### src/rtl/pico_pkg.sv
// Shared types and constants for the PICO frame receiver.
// Optional feature macro: PICO_AUTOINC_EN (address auto-increment).
package pico_pkg;

  typedef enum logic [1:0] {
    IDLE,
    CMD,
    WR,
    RD
  } state_t;

  localparam int NUM_REGS    = 59;
  localparam int ADDR_W      = 7;
  localparam int RSVD_ADDR   = 0;
  localparam int RD_FLAG_BIT = 7;

endpackage

### src/rtl/pico_frame_receiver_if.sv
// Controller-side serial inputs and register-file side outputs.
// master drives the link, slave is the receiver.
interface pico_frame_receiver_if;

  logic       frame_valid;
  logic       serial_in;
  logic       wr_en;
  logic [7:0] wr_addr;
  logic [7:0] wr_data;
  logic       rd_active;
  logic [7:0] rd_addr;
  logic       addr_err;

  modport master (
    output frame_valid,
    output serial_in,
    input  wr_en,
    input  wr_addr,
    input  wr_data,
    input  rd_active,
    input  rd_addr,
    input  addr_err
  );

  modport slave (
    input  frame_valid,
    input  serial_in,
    output wr_en,
    output wr_addr,
    output wr_data,
    output rd_active,
    output rd_addr,
    output addr_err
  );

endinterface

### src/rtl/pico_frame_receiver_s2p_shift8.sv
// LSB-first 8-bit deserializer with wrapping bit counter.
// Mirror of the p2s serializer; clears whenever en drops.
module s2p_shift8 (
  input  logic       sclk,
  input  logic       rst,
  input  logic       en,
  input  logic       din,
  output logic [7:0] data,
  output logic       done
);

  logic [2:0] cnt;
  logic [6:0] sr;

  // the 8th bit is taken straight from din so the byte
  // is usable on the same edge that samples it
  assign data = {din, sr};
  assign done = en && (cnt == 3'd7);

  always_ff @(posedge sclk or posedge rst) begin
    if (rst) begin
      cnt <= '0;
      sr  <= '0;
    end else if (!en) begin
      cnt <= '0;
      sr  <= '0;
    end else begin
      cnt <= cnt + 3'd1;
      sr  <= {din, sr[6:1]};
    end
  end

endmodule

### src/rtl/pico_frame_receiver.sv
// PICO frame receiver: command byte then write data or read slots.
// Define PICO_AUTOINC_EN to auto-increment the address per byte.
module pico_frame_receiver
  import pico_pkg::*;
#(
  parameter int NUM_REGS = pico_pkg::NUM_REGS,
  parameter int ADDR_W   = pico_pkg::ADDR_W
) (
  input  logic                  sclk,
  input  logic                  rst,
  pico_frame_receiver_if.slave  bus
);

  typedef logic [ADDR_W-1:0] addr_t;

  state_t     state;
  addr_t      cur_addr;
  addr_t      nxt_addr;
  addr_t      cmd_addr;
  logic [7:0] rx_byte;
  logic       byte_done;

  logic       wr_en_q;
  logic [7:0] wr_addr_q;
  logic [7:0] wr_data_q;
  logic       rd_active_q;
  logic [7:0] rd_addr_q;
  logic       addr_err_q;

  function automatic logic in_range(addr_t a);
    return (a != addr_t'(RSVD_ADDR)) && (int'(a) <= NUM_REGS);
  endfunction

  s2p_shift8 u_s2p (
    .sclk (sclk),
    .rst  (rst),
    .en   (bus.frame_valid),
    .din  (bus.serial_in),
    .data (rx_byte),
    .done (byte_done)
  );

  assign cmd_addr = rx_byte[ADDR_W-1:0];

`ifdef PICO_AUTOINC_EN
  assign nxt_addr = cur_addr + addr_t'(1);
`else
  assign nxt_addr = cur_addr;
`endif

  always_ff @(posedge sclk or posedge rst) begin
    if (rst) begin
      state       <= IDLE;
      cur_addr    <= '0;
      wr_en_q     <= 1'b0;
      wr_addr_q   <= '0;
      wr_data_q   <= '0;
      rd_active_q <= 1'b0;
      rd_addr_q   <= '0;
      addr_err_q  <= 1'b0;
    end else begin
      wr_en_q <= 1'b0;
      if (!bus.frame_valid) begin
        state       <= IDLE;
        rd_active_q <= 1'b0;
        rd_addr_q   <= '0;
      end else begin
        unique case (state)
          IDLE: begin
            state      <= CMD;
            addr_err_q <= 1'b0;
          end
          CMD: begin
            if (byte_done) begin
              cur_addr <= cmd_addr;
              if (!in_range(cmd_addr))
                addr_err_q <= 1'b1;
              if (rx_byte[RD_FLAG_BIT]) begin
                state       <= RD;
                rd_active_q <= 1'b1;
                rd_addr_q   <= in_range(cmd_addr) ? 8'(cmd_addr) : '0;
              end else begin
                state <= WR;
              end
            end
          end
          WR: begin
            if (byte_done) begin
              if (in_range(cur_addr)) begin
                wr_en_q   <= 1'b1;
                wr_addr_q <= 8'(cur_addr);
                wr_data_q <= rx_byte;
              end else begin
                addr_err_q <= 1'b1;
              end
              cur_addr <= nxt_addr;
            end
          end
          RD: begin
            // slot boundary of the readout serializer
            if (byte_done) begin
              cur_addr  <= nxt_addr;
              rd_addr_q <= in_range(nxt_addr) ? 8'(nxt_addr) : '0;
              if (!in_range(nxt_addr))
                addr_err_q <= 1'b1;
            end
          end
        endcase
      end
    end
  end

  assign bus.wr_en     = wr_en_q;
  assign bus.wr_addr   = wr_addr_q;
  assign bus.wr_data   = wr_data_q;
  assign bus.rd_active = rd_active_q;
  assign bus.rd_addr   = rd_addr_q;
  assign bus.addr_err  = addr_err_q;

endmodule

### src/flat_wrapper.sv
// flat-port wrapper written by rule: the top's interface ports become plain ports
module pico_frame_receiver_flat import pico_pkg::*;
#(
  parameter int NUM_REGS = pico_pkg::NUM_REGS,
  parameter int ADDR_W   = pico_pkg::ADDR_W
)
  (sclk, rst, bus_frame_valid, bus_serial_in, bus_wr_en, bus_wr_addr, bus_wr_data, bus_rd_active, bus_rd_addr, bus_addr_err);
  pico_frame_receiver_if bus_i ();
  input  logic sclk;
  input  logic rst;
  input wire logic [$bits(bus_i.frame_valid)-1:0] bus_frame_valid;
  input wire logic [$bits(bus_i.serial_in)-1:0] bus_serial_in;
  output wire logic [$bits(bus_i.wr_en)-1:0] bus_wr_en;
  output wire logic [$bits(bus_i.wr_addr)-1:0] bus_wr_addr;
  output wire logic [$bits(bus_i.wr_data)-1:0] bus_wr_data;
  output wire logic [$bits(bus_i.rd_active)-1:0] bus_rd_active;
  output wire logic [$bits(bus_i.rd_addr)-1:0] bus_rd_addr;
  output wire logic [$bits(bus_i.addr_err)-1:0] bus_addr_err;
  assign bus_i.frame_valid = bus_frame_valid;
  assign bus_i.serial_in = bus_serial_in;
  assign bus_wr_en = bus_i.wr_en;
  assign bus_wr_addr = bus_i.wr_addr;
  assign bus_wr_data = bus_i.wr_data;
  assign bus_rd_active = bus_i.rd_active;
  assign bus_rd_addr = bus_i.rd_addr;
  assign bus_addr_err = bus_i.addr_err;
  pico_frame_receiver #(.NUM_REGS(NUM_REGS), .ADDR_W(ADDR_W)) u_core (.sclk(sclk), .rst(rst), .bus(bus_i));
endmodule
### config.mk
export PLATFORM = sky130hd
export DESIGN_NAME = pico_frame_receiver_flat
export DESIGN_NICKNAME = d
export VERILOG_FILES = /design/src/rtl/pico_pkg.sv /design/src/rtl/pico_frame_receiver_if.sv /design/src/rtl/pico_frame_receiver_s2p_shift8.sv /design/src/rtl/pico_frame_receiver.sv /design/src/flat_wrapper.sv
export SDC_FILE = /design/constraint.sdc
export NUM_CORES = 1
export LEC_CHECK = 0
export ABC_AREA = 1
export BUFFER_PORTS_ARGS = -buffer_cell sky130_fd_sc_hd__buf_2
export CORE_AREA = 4 4 85 71
export DETAILED_ROUTE_END_ITERATION = 12
export DIE_AREA = 0 0 89 75
export PLACE_DENSITY = 0.68
export SYNTH_ARGS = -nofsm -noshare
export SYNTH_HDL_FRONTEND = slang
export SYNTH_HIERARCHICAL = 1
export SYNTH_SLANG_ARGS = --single-unit
### constraint.sdc
create_clock -name sclk -period 1.7 [get_ports sclk]
set_clock_uncertainty 0.05 [all_clocks]
set_input_delay 0.425 -clock sclk [delete_from_list [all_inputs] [get_ports sclk]]
set_output_delay 0.425 -clock sclk [all_outputs]
set_load 0.02 [all_outputs]
After elaboration in Yosys (flattened, before gate mapping). Index checks and enable logic that the tools add are counted. Widths: inputs -> output; s select.

Reductions and logical operators: 13. Div/mod/pow operators: 0. $add $sub $neg: 1. Mux-type cells: 26. Multipliers: 0. Eq/ne operators: 16. $lt $le $gt $ge: 2. Bitwise operators: 0. Shift operators: 0.

Operators by type and width (number): $mux 8 (4); $mux 7 (3); $pmux 8 s2 (1); $le 7x6->1 const B (2); $reduce_bool 7->1 (2); $mux 1 (13); $ne 2x1->1 const B (5); $reduce_and 4->1 (2); $ne 3x1->1 const B (2); $ne 3x2->1 const B (2); $reduce_and 3->1 (2); $reduce_and 5->1 (1); $eq 2x2->1 const B (2); $mux 2 (2); $ne 2x2->1 const B (2); $pmux 2 s2 (1); $add 3x1->3 const B (1); $eq 3x3->1 const B (1); $logic_and 1x1->1 (3); $mux 3 (1); $ne 3x3->1 const B (1); $pmux 1 s3 (1); $eq 2x1->1 const B (1); $logic_not 2->1 (1); other kinds (2) (2).

Register bits after elaboration: 45. Output and inout port bits: 27. Memory bits (writable): 0. Bits of input ports: 4. Bits in latches: 0. Memories kept: 0. Word-level logic and storage cells: 68. ROM bits: 0.

Depth between registers and ports, before layout. Gate-level depths: netlist of the first run.

Word-level depth: 7. Gate-level depth with buffers: 11. Depth with buffers taken out: 11.

Modules after synthesis. The synthesis of the first run kept the hierarchy.

Modules (own cells, without submodules): pico_frame_receiver (seq. area each 850.8 sq um, cells an instance 185, area each 1635.3 sq um, instances 1); s2p_shift8 (seq. area each 250.2 sq um, cells an instance 37, area each 380.4 sq um, instances 1).

Least setup slack after synthesis of the first run. OpenSTA, ideal clock, no wires.

Kind: register to register. From: register u_core.u_s2p.cnt[0]. To: register u_core.state[1]. Cell stages (with the launch flop): 10. Slack: 0.087 ns. Library setup time: 0.130 ns. Required time: 1.520 ns. Period minus slack after synthesis: 1.613 ns. Data arrival time: 1.433 ns. Buffers on the path: 1. Cells stage by stage: dfrtp_1 > ha_1 > ha_1 > nand2_1 > inv_1 > nand2_1 > clkinv_1 > nand2_2 > buf_2 > o21ai_0.

Longest elaborated chain between the ends: 4.

Ends and longest elaborated chain: from (decl) (RTL line pico_frame_receiver_s2p_shift8.sv:12) `logic [2:0] cnt;`; from (signal assigned) (RTL line pico_frame_receiver_s2p_shift8.sv:28) `cnt <= cnt + 3'd1;`; $eq 3x3->1 (RTL line pico_frame_receiver_s2p_shift8.sv:18) `assign done = en && (cnt == 3'd7);`; $logic_and 1x1->1 (RTL line pico_frame_receiver_s2p_shift8.sv:18); named net u_core.byte_done (RTL line pico_frame_receiver.sv:21) `logic byte_done;`; $ne 3x2->1 (no source line); $reduce_and 2->1 (no source line); to (signal assigned) (RTL line pico_frame_receiver.sv:53) `state <= IDLE;`; to (signal assigned) (RTL line pico_frame_receiver.sv:64) `state <= IDLE;`; to (signal assigned) (RTL line pico_frame_receiver.sv:70) `state <= CMD;`; to (decl) (RTL line pico_frame_receiver.sv:16) `state_t state;`.

The timed path passes the listed nets, and every way through them passes these cells. A chain may end at the register's enable or synchronous reset.

Worst setup path in the final report of the first run.
From: register u_core.u_s2p.cnt[0]. To: register u_core.rd_addr_q[0], in the netlist u_core/bus.rd_addr[0].

Longest elaborated chain between the ends: 4. Elaborated cells between the ends (all ways): 5. Those cells by class: eq/ne: 3; reduce/logical: 2.

Ends and longest elaborated chain: $eq 3x3->1 (*) (RTL line pico_frame_receiver_s2p_shift8.sv:18); $logic_and 1x1->1 (*) (RTL line pico_frame_receiver_s2p_shift8.sv:18); named net u_core.byte_done (RTL line pico_frame_receiver.sv:21); $ne 3x2->1 (no source line); $reduce_and 4->1 (no source line) (*); to (signal assigned) (RTL line pico_frame_receiver.sv:81) `rd_addr_q <= in_range(cmd_addr) ? 8'(cmd_addr) : '0;`; to (signal assigned) (RTL line pico_frame_receiver.sv:103) `rd_addr_q <= in_range(nxt_addr) ? 8'(nxt_addr) : '0;`; to (decl) (RTL line pico_frame_receiver.sv:27) `logic [7:0] rd_addr_q;`.

The timed path passes the listed nets; every way through them passes the cells marked *.

==> key figures, run 1 <==
Route
  • DRC errors left: 0
  • Iter 0 DRT Violations: 60
  • DR vias: 1,487
  • Via-to-Cell Ratio: 4.58
  • Drt pass-1 iters: 4
  • DRT antenna net count: 0
  • Routed len/inst: 12.0 um
  • DRT Wirelength: 3900 um

Worst setup path
  • Buf+Inv Stages, Crit Path: 3
  • CP Max Fanout: 4
  • Worst r2r src: u_core/u_s2p/cnt[0]
  • Worst reg2reg path endpoint: u_core/bus.rd_addr[0]
  • Worst Path Required: 1.85 ns
  • CP cell instances: ha_1 > ha_1 > nand2_1 > inv_1 > buf_4 > nand3_2 > nand2_4 > nand2_4 > inv_2 > nand3_1 > nand2_1
  • CP Class: flip-flop to flip-flop
  • Crit path launch type: flip-flop
  • Slowest CP cell: dfrtp_1
  • R2R depth: 11
  • Crit end category: flip-flop
  • CP delay by family, top: simple AND/OR/NAND/NOR gates
  • Arr. time, crit path: ~1.7 ns
  • Slowest stage delay, CP: 0.39 ns
  • WP depth: 11
  • R2R Setup Slk: 0.12 ns

Yosys
  • Post-Syn Area: 0.00202 mm2
  • Main combinational cell family by area after synthesis: simple AND/OR/NAND/NOR gates
  • Post-synthesis cell count: 222
  • Synth Area in Compound Gates: 11.0%
  • Synth top area cells: dfrtp_1 55%, nand2_1 12%, inv_1 5.6%, o21ai_2 5.2%, o21ai_0 3.2%
  • Xor-xnor portion of the synthesized cell area: 0%
  • Top cell type's share of synthesized area: 54.6%
  • Number of synthesized flops with an enable pin: 0
  • Synth area leader: dfrtp_1
  • Simple-gate share of the synthesized area: 23.1%
  • Adder-Cell Fraction of Synth Area: 1.24%
  • Mean post-synth cell area: 9.08 um2
  • Ys async rst share: 100%
  • Flops & latches, synth: 44
  • Multiplexer share of the synthesized area: 0%
  • Distinct cell type count after synthesis: 26
  • Ys Warns: 6
  • Top-count cell post-synth: nand2_1
  • Synth cell count leaders: 65 x nand2_1, 44 x dfrtp_1, 30 x inv_1
  • Seq/Total Area, Yosys: a little over half
  • Dominant synthesized flop cell: dfrtp_1

Power and ir drop
  • Leak Pwr: around 1.3 nW
  • VDD IR-drop max: 479 uV
  • Power Total: 1.84 mW
  • Cell Pwr Density: just under 800 mW/mm2

Place
  • Placed Cells: 317
  • Post-Place Setup Slack: 0.0612 ns
  • Routability cong.: ~0.8
  • HPWL after DPL: 2960 um
  • # port buffers: 28
  • Post-DP Area: between 0.002 and 0.0025 mm2

Worst hold path
  • Worst min path class: input pin to async pin

STA
  • Hold slack: 0.0356 ns
  • # setup viols final: 0
  • Fin. Hold Viols: 0
  • Max Slew Vio Count: 0
  • Worst Slack Setup Final: 0.116 ns
  • Period Utilization, post-route: 93.2%
  • Fmax: 631 MHz
  • Tmin final: approximately 1.6 ns
  • Setup TNS: 0 ns
  • RSZ-0062 raised after global routing: false

Finish
  • Layout area overhead: 16.0%
  • ANT cells: 0
  • Final core occ: between 40% and 50%
  • Post-Layout Cell Count: ~330
  • Fill count: about 540
  • Share of cells above drive strength 1: ~30%
  • Fin nets: 265
  • Final instance area: ~0.0023 mm2

Clocking
  • CTS buffer count: 5
  • Clk Latency, worst-skew pair: around 0.31 ns
  • Postcts setup bufs: 0
  • Clock buffer depth: 2
  • CTS tree: built
  • Clock net sink count: 44
  • Htree depth: 2
  • Post-cts resize count: 0
  • Hold buffers post-CTS: 0
  • Clock transition at path regs: roughly 0.09 ns
  • CTS Root Cell: clkbuf_8

Global routing
  • First-pass GRT wire length: 6620 um
  • Largest net degree at the start of global routing: 35
  • Vias in the first global route: roughly 1,500
  • GRT Total Usage: about an eighth
  • Initial antenna violation count: 0
  • Grt ovf: 0

Status
  • Run status: finished, final reports clean

Floorplan
  • DIE AREA: 0.00668 mm2
  • Initial Util: 38.4%
  • Die Y: 75 um
  • Core area: 0.00526 mm2
  • Chip Width: approximately 90 um
  • Number of placement rows: 24
  • I/O pins: 31

Run
  • Max_cap viols: 0
==> worst register-to-register path: stages (launching register included) <==
cell and delay, ns:
dfrtp_1 0.39, ha_1 0.20, ha_1 0.17, nand2_1 0.06, inv_1 0.04, buf_4 0.14
nand3_2 0.10, nand2_4 0.08, nand2_4 0.08, inv_2 0.04, nand3_1 0.08, nand2_1 0.05
==> routing by layer <==
metal	GRT usage, %	vias to the layer above	share of wire (%)
met5	0	-	0
met4	5.45	0	1.9
met3	3.50	7	5.5
met2	21.0	32	44
met1	16.9	700	48
li1	-	748	-
==> layout by cell type (no fill, tap or decap) <==
| master | netlist | layout |
|---|---|---|
| a21oi_2 | 1 | 1 |
| clkinv_4 | 0 | 1 |
| nor2_2 | 2 | 1 |
| a21oi_1 | 3 | 3 |
| clkinv_2 | 1 | 1 |
| nor3b_1 | 1 | 1 |
| ha_1 | 2 | 2 |
| o21ai_1 | 4 | 4 |
| nand2_4 | 2 | 2 |
| o21ai_0 | 13 | 13 |
| nand2_1 | 65 | 65 |
| nand2_2 | 8 | 8 |
| inv_1 | 30 | 30 |
| nor2_4 | 3 | 4 |
| buf_2 | 1 | 28 |
| o21ai_2 | 12 | 12 |
| nand3_2 | 1 | 1 |
| clkbuf_8 | 0 | 5 |
| a311oi_1 | 1 | 1 |
| nor2_1 | 9 | 9 |
| inv_2 | 4 | 5 |
| dfrtp_1 | 44 | 44 |
| nand3_1 | 6 | 6 |
| buf_4 | 3 | 8 |
| clkinvlp_4 | 0 | 2 |
| conb_1 | 1 | 2 |
| nand4_4 | 1 | 1 |
==> sequential cells by signal, indices dropped and copies added, names as in the netlist <==
name / flops
u_core/bus.wr_data: 8
u_core/bus.rd_addr: 7
u_core/bus.wr_addr: 7
u_core/cur_addr: 7
u_core/u_s2p/sr: 7
u_core/u_s2p/cnt: 3
u_core/state: 2
u_core/bus.addr_err: 1
u_core/bus.rd_active: 1
u_core/bus.wr_en: 1
==> power breakdown <==
group / internal, mW / switching (mW) / total, mW
Combinational: 0.0243 / 0.0664 / 0.0907
Clock: 0.291 / 0.390 / 0.681
Sequential: 1.06 / 0.0107 / 1.07
Total: 1.38 / 0.467 / 1.84
==> final cells by class <==
class / instances / area [um2] / area share (%)
repair buffers: 36 / 200 / 8.57
flip-flops and latches: 44 / 1100 / 47.1
multi-input cells: 136 / 726 / 31.0
inverters: 36 / 136 / 5.84
well taps: 65 / 81.3 / 3.48
clock inverters: 3 / 23.8 / 1.02
clock buffers: 5 / 68.8 / 2.94
==> logic make-up (layout without fill, tap and decap cells) <==
logic type,after synthesis,after routing
DFF,44,44
AOI/OAI and AO/OA,34,34
and+or+nand+nor,98,98
buffers and inverters,43,80
other,1,2
adders and majority gates,2,2
==> how the worst max path moves through the flow <==
stage,from,end,slack (ns)
4_1_cts,u_core/u_s2p/cnt[0],u_core/bus.wr_addr[5],0.06
5_1_grt,u_core/u_s2p/cnt[0],u_core/bus.rd_addr[0],0.01
3_3_place_gp,u_core/u_s2p/cnt[0],u_core/bus.rd_addr[3],0.1
6_report,u_core/u_s2p/cnt[0],u_core/bus.rd_addr[0],0.12
2_1_floorplan,u_core/u_s2p/cnt[0],u_core/state[1],0.09
3_5_place_dp,u_core/u_s2p/cnt[0],u_core/bus.wr_data[0],0.06
Power figures use the tool's default switching activity.
==> inputs of run 2 (changes only) <==
Settings changed: ABC_AREA 1 to default, CORE_AREA 4 4 85 71 to 4 4 81 68, DIE_AREA 0 0 89 75 to 0 0 85 72, PLACE_DENSITY 0.68 to 0.69.
==> key figures, run 2 <==
Global routing
  • Grt ovf: 0
  • First-pass GRT wire length: 6470 um
  • Initial antenna violation count: 0
  • Largest net degree at the start of global routing: 35
  • Vias in the first global route: 1,246
  • GRT Total Usage: 13.9%

Finish
  • Most frequent cells in the layout: 44 x dfrtp_1, 28 x buf_2, 21 x mux2_4, 21 x buf_4, 11 x inv_1
  • ANT cells: 0
  • Layout area overhead: 33.7%
  • Fin nets: 192
  • Commonest non-fill, non-tap cell in the layout: dfrtp_1
  • Share of cells above drive strength 1: 51.6%
  • Max reg flops: 8

Worst setup path
  • CP Class: flip-flop to flip-flop
  • Crit path launch type: flip-flop
  • Worst Path Required: 1.83 ns
  • CP cell instances: or4_4 > o311ai_4 > or3_4 > buf_6 > mux2_4
  • Arr. time, crit path: about 2.1 ns
  • Slowest CP cell: or4_4
  • Crit end category: flip-flop
  • CP Max Fanout: 5
  • Buf+Inv Stages, Crit Path: 1
  • CP delay by family, top: simple AND/OR/NAND/NOR gates
  • Slowest stage delay, CP: between 0.5 and 0.6 ns

Route
  • DR vias: 1,230
  • Via-to-Cell Ratio: slightly below 5
  • DRT antenna net count: 0
  • Routed len/inst: about 16 um
  • DRC errors left: 0
  • Drt pass-1 iters: 4
  • DRT Wirelength: 3960 um
  • Iter 0 DRT Violations: 94

Place
  • Routability cong.: 0.905
  • Post-Place Setup Slack: -0.285 ns
  • # port buffers: 28
  • HPWL after DPL: between 2000 and 3000 um

Clocking
  • Clk Latency, worst-skew pair: 0.30 ns
  • CTS buffer count: 5
  • CTS tree: built
  • Clock transition at path regs: approximately 0.080 ns
  • Clock net sink count: 44
  • Htree depth: 2
  • CTS Root Cell: clkbuf_8
  • Clock buffer depth: 2
  • Hold buffers post-CTS: 0

Worst hold path
  • Worst min path class: input pin to async pin

STA
  • RSZ-0062 raised after global routing: true
  • Fin. Hold Viols: 0
  • Max Slew Vio Count: 0
  • Fmax: 502 MHz
  • Worst Slack Setup Final: -0.293 ns
  • Period Utilization, post-route: 117%
  • Tmin final: 1.99 ns
  • # setup viols final: 29

Yosys
  • Top cell type's share of synthesized area: between 60% and 70%
  • Multiplexer share of the synthesized area: 14.6%
  • Simple-gate share of the synthesized area: just under 9%
  • Xor-xnor portion of the synthesized cell area: 0%
  • Number of synthesized flops with an enable pin: 0
  • Distinct cell type count after synthesis: 34
  • Synth area leader: dfrtp_1
  • Post-synthesis cell count: 131
  • Seq/Total Area, Yosys: 60.3%
  • Post-Syn Area: 0.00183 mm2
  • Adder-Cell Fraction of Synth Area: 1.37%
  • Synth top area cells: dfrtp_1 60%, mux2_2 8.0%, mux2_4 6.6%, and2_1 4.1%, a222oi_1 3.3%
  • Ys async rst share: 100%
  • Flops & latches, synth: between 40 and 50
  • Ys Warns: 6
  • Synth cell count leaders: 44 x dfrtp_1, 13 x mux2_2, 12 x and2_1, 12 x inv_1, 8 x mux2_4
  • Top-count cell post-synth: dfrtp_1
  • Mean post-synth cell area: 13.9 um2
  • Dominant synthesized flop cell: dfrtp_1
  • Synth Area in Compound Gates: 8.50%
  • Main combinational cell family by area after synthesis: multiplexers

Floorplan
  • I/O pins: 31
  • Core area: 0.00481 mm2
  • Chip Width: 85 um
  • Number of placement rows: 23
  • DIE AREA: ~0.0061 mm2
  • Die Y: 72 um
  • Initial Util: 38.0%

Status
  • Run status: complete, but fails checks
  • Failing checks: setup timing

Power and ir drop
  • VDD IR-drop max: 389 uV
  • Power Total: 1.84 mW
  • Leak Pwr: 1.36 nW
  • Cell Pwr Density: 756 mW/mm2

Run
  • Max_cap viols: 0
[run 2: cell count changes after synthesis, moves of 4 or more]
cell	previous run	this run
nand2_1	65	1
inv_1	30	12
mux2_2	0	13
and2_1	0	12
o21ai_0	13	1
o21ai_2	12	0
mux2_4	0	8
nand2_2	8	0
nor2_1	9	1
a222oi_1	0	6
nand3_1	6	0
inv_2	4	0
o21ai_1	4	0
[run 2: report_power, final]
group	total [mW]	leakage, nW	switching (mW)	internal, mW
Combinational	0.0837	0.706	0.0518	0.0319
Sequential	1.07	0.608	0.0115	1.06
Clock	0.692	0.0503	0.330	0.362
Total	1.84	1.36	0.393	1.45
[run 2: metal layers]
metal	global-route usage (%)	vias up	part of all wire, %
met1	19.2	623	47
li1	-	572	-
met5	0	-	0
met3	4.99	5	6.4
met2	20.7	30	46
met4	3.69	0	1.3
[run 2: repair_timing]
action | CTS | global route
gates resized for setup | 27 | 7
pin swaps | 1 | 9
cloned | 0 | 0
setup endpoints to repair | 29 | 30
setup buffers | 1 | 2
[run 2: area by class of cell]
type,instances,area [um2]
repair buffers,54,358
fillers,405,2370
clock buffers,7,96.3
multi-input cells,69,762
inverters,12,45.0
flip-flops and latches,44,1100
well taps,62,77.6
[run 2: kinds of logic after synthesis]
family / count (synthesis)
muxes: 21
buffers and inverters: 19
other: 1
AOI/OAI and AO/OA: 19
adders and majority gates: 2
and+or+nand+nor: 25
DFF: 44
[run 2: final timing paths]
check / slack (ns) / depth (start not counted) / endpoint / startpoint
worst max register to register: -0.29 / 5 / u_core/bus.wr_data[3] / u_core/cur_addr[0]
worst min-delay path: 0.05 / 2 / u_core/u_s2p/cnt[1] / rst
worst max-delay path: -0.29 / 5 / u_core/bus.wr_data[3] / u_core/cur_addr[0]
worst min register to register: 0.43 / 1 / u_core/bus.rd_addr[6] / u_core/bus.rd_addr[6]
max in group asynchronous: 1.12 / 3 / u_core/bus.wr_data[7] / rst
min in group sclk: 0.38 / 2 / u_core/u_s2p/sr[6] / bus_serial_in
[run 2: worst reg2reg max path, cell delays in order, from the launching register on]
cell      delay (ns)
dfrtp_1         0.39
or4_4           0.56
o311ai_4        0.24
or3_4           0.20
buf_6           0.14
mux2_4          0.30
[run 2: metrics by stage]
stage | instances | hold WS (ns) | instance area [um2] | utilization, % | setup TNS (ns)
finish | 248 | 0.0479 | 2440 | 50.8 | -5.38
global route | 248 | 0.0819 | 2440 | 50.8 | -7.22
CTS | 246 | 0.0537 | 2380 | 49.5 | -4.71
detailed placement | 238 | 0.379 | 2170 | 45.1 | -4.99
global placement | 238 | 0.371 | 2170 | 45.1 | -4.41
floorplan | 132 | 0.215 | 1850 | - | -3.59
==> inputs of run 3 (changes only) <==
Settings changed: RECOVER_POWER from default to 100.
==> key figures, run 3 (synthesis results as in run 2) <==
Route
  • DRC errors left: 0
  • Iter 0 DRT Violations: 89
  • DR vias: 1,233
  • DRT Wirelength: approximately 4000 um
  • DRT antenna net count: 0
  • Via-to-Cell Ratio: 4.97
  • Drt pass-1 iters: 4
  • Routed len/inst: ~16 um

Clocking
  • CTS buffer count: 5
  • Clock net sink count: 44
  • Clock transition at path regs: 0.08 ns
  • Clk Latency, worst-skew pair: roughly 0.30 ns
  • CTS Root Cell: clkbuf_8
  • Htree depth: 2
  • Clock buffer depth: 2
  • CTS tree: built

Floorplan
  • Core area: 0.00481 mm2
  • Die Y: 72 um
  • DIE AREA: 0.00612 mm2
  • Number of placement rows: 23
  • I/O pins: 31
  • Chip Width: 85 um
  • Initial Util: 38.0%

Global routing
  • Vias in the first global route: 1,246
  • GRT Total Usage: between 10% and 20%
  • First-pass GRT wire length: between 6000 and 7000 um
  • Grt ovf: 0
  • Largest net degree at the start of global routing: 35
  • Initial antenna violation count: 0

Power and ir drop
  • Clk pwr share: 37.6%
  • VDD IR-drop max: 390 uV
  • Internal power: between 1 and 1.5 mW
  • Cell Pwr Density: 768 mW/mm2
  • Power Total: 1.84 mW
  • Leak Pwr: 1.24 nW
  • Flop pwr share: 58.0%
  • Gate power share: 4.4%
  • P_sw: about 390 uW
  • Switching share of total power: 21.4%

Worst setup path
  • CP Max Fanout: 5
  • Worst Path Required: 1.83 ns
  • Arr. time, crit path: 2.12 ns
  • Crit path launch type: flip-flop
  • CP Class: flip-flop to flip-flop
  • R2R Setup Slk: -0.29 ns
  • Crit end category: flip-flop

STA
  • Hold slack: 0.0310 ns
  • RSZ-0062 raised after global routing: true
  • Setup TNS: -5.67 ns
  • Fin. Hold Viols: 0
  • # setup viols final: 29
  • Least-Margin Pin Slew: 0.851 ns
  • Period Utilization, post-route: 117%
  • Max Slew Vio Count: 0
  • Fmax: approximately 500 MHz
  • Worst relative slew slack: 43.3%
  • Worst Slack Setup Final: -0.290 ns
  • Tmin final: approximately 2.0 ns

Finish
  • Most frequent cells in the layout: 44 x dfrtp_1, 27 x clkbuf_1, 21 x mux2_4
  • Commonest non-fill, non-tap cell in the layout: dfrtp_1
  • ANT cells: 0
  • Area of the multi-input gates: approximately 760 um2
  • Fin nets: approximately 190
  • Seq. cell area: around 0.0011 mm2
  • Share of cells above drive strength 1: between 30% and 40%
  • Post-Layout Cell Count: around 250
  • Max reg flops: 8
  • Layout area overhead: 31.3%
  • Fill count: 424

Place
  • Placed Cells: 238
  • HPWL after DPL: 2600 um
  • Post-Place Setup Slack: -0.285 ns
  • Routability cong.: 0.905
  • # port buffers: 28

Worst hold path
  • Worst min path class: input pin to async pin

Run
  • Max_cap viols: 0

Status
  • Run status: complete, but fails checks
  • Failing checks: setup timing
## run 3: cell types whose count changed in the layout (fill, tap and decap cells not counted), sizes merged
| cell | delta |
|---|---|
| clkbuf | +28 |
| buf | -28 |
## run 3: final timing paths
| check | depth (start not counted) | start | endpoint |
|---|---|---|---|
| max | 5 | u_core/cur_addr[0] | u_core/bus.wr_data[3] |
| min | 2 | rst | u_core/u_s2p/cnt[1] |
| max reg2reg | 5 | u_core/cur_addr[0] | u_core/bus.wr_data[3] |
| min reg2reg | 1 | u_core/bus.rd_addr[6] | u_core/bus.rd_addr[6] |
| max in group asynchronous | 3 | rst | u_core/bus.wr_data[7] |
| min in group sclk | 2 | bus_serial_in | u_core/u_s2p/sr[6] |
## run 3: critical path, stage by stage (launching register included)
cell and delay, ns:
dfrtp_1 0.39, or4_4 0.56, o311ai_4 0.24, or3_4 0.20, buf_6 0.14, mux2_4 0.30
## run 3: layer usage
metal / track usage (%) / part of all wire, % / wire [um]
met5: 0 / 0 / 0
met4: 3.69 / 1.4 / 55
met3: 4.99 / 6.7 / 265
met2: 20.7 / 45 / 1780
met1: 19.2 / 47 / 1850
## run 3: power by group through the flow
stage	combinational, mW	clock [mW]	sequential (mW)
after floorplan	0.0511	0	1.08
after global placement	0.0763	0	1.09
after detailed placement	0.0766	0	1.09
after CTS	0.0806	0.721	1.07
after global routing	0.0941	0.763	1.07
final	0.0809	0.692	1.07
## run 3: layout make-up
type,instances,area share (%)
clock buffer,7,4.02
inverter,12,1.88
multi-input combinational,69,31.6
sequential,44,45.9
tap,62,3.24
timing repair buffer,54,13.3
## run 3: repair_timing
item,CTS,global route
pin swaps,1,9
gates resized for setup,27,7
hold buffers,0,0
endpoints found under the setup margin,29,30
buffers inserted,1,2
hold endpoints to repair,0,0
## run 3: stage by stage
stage | instance area (um2) | util, %
global placement | 2170 | 45.1
detailed placement | 2170 | 45.1
finish | 2400 | 49.9
CTS | 2380 | 49.5
global route | 2400 | 49.9
floorplan | 1850 | -
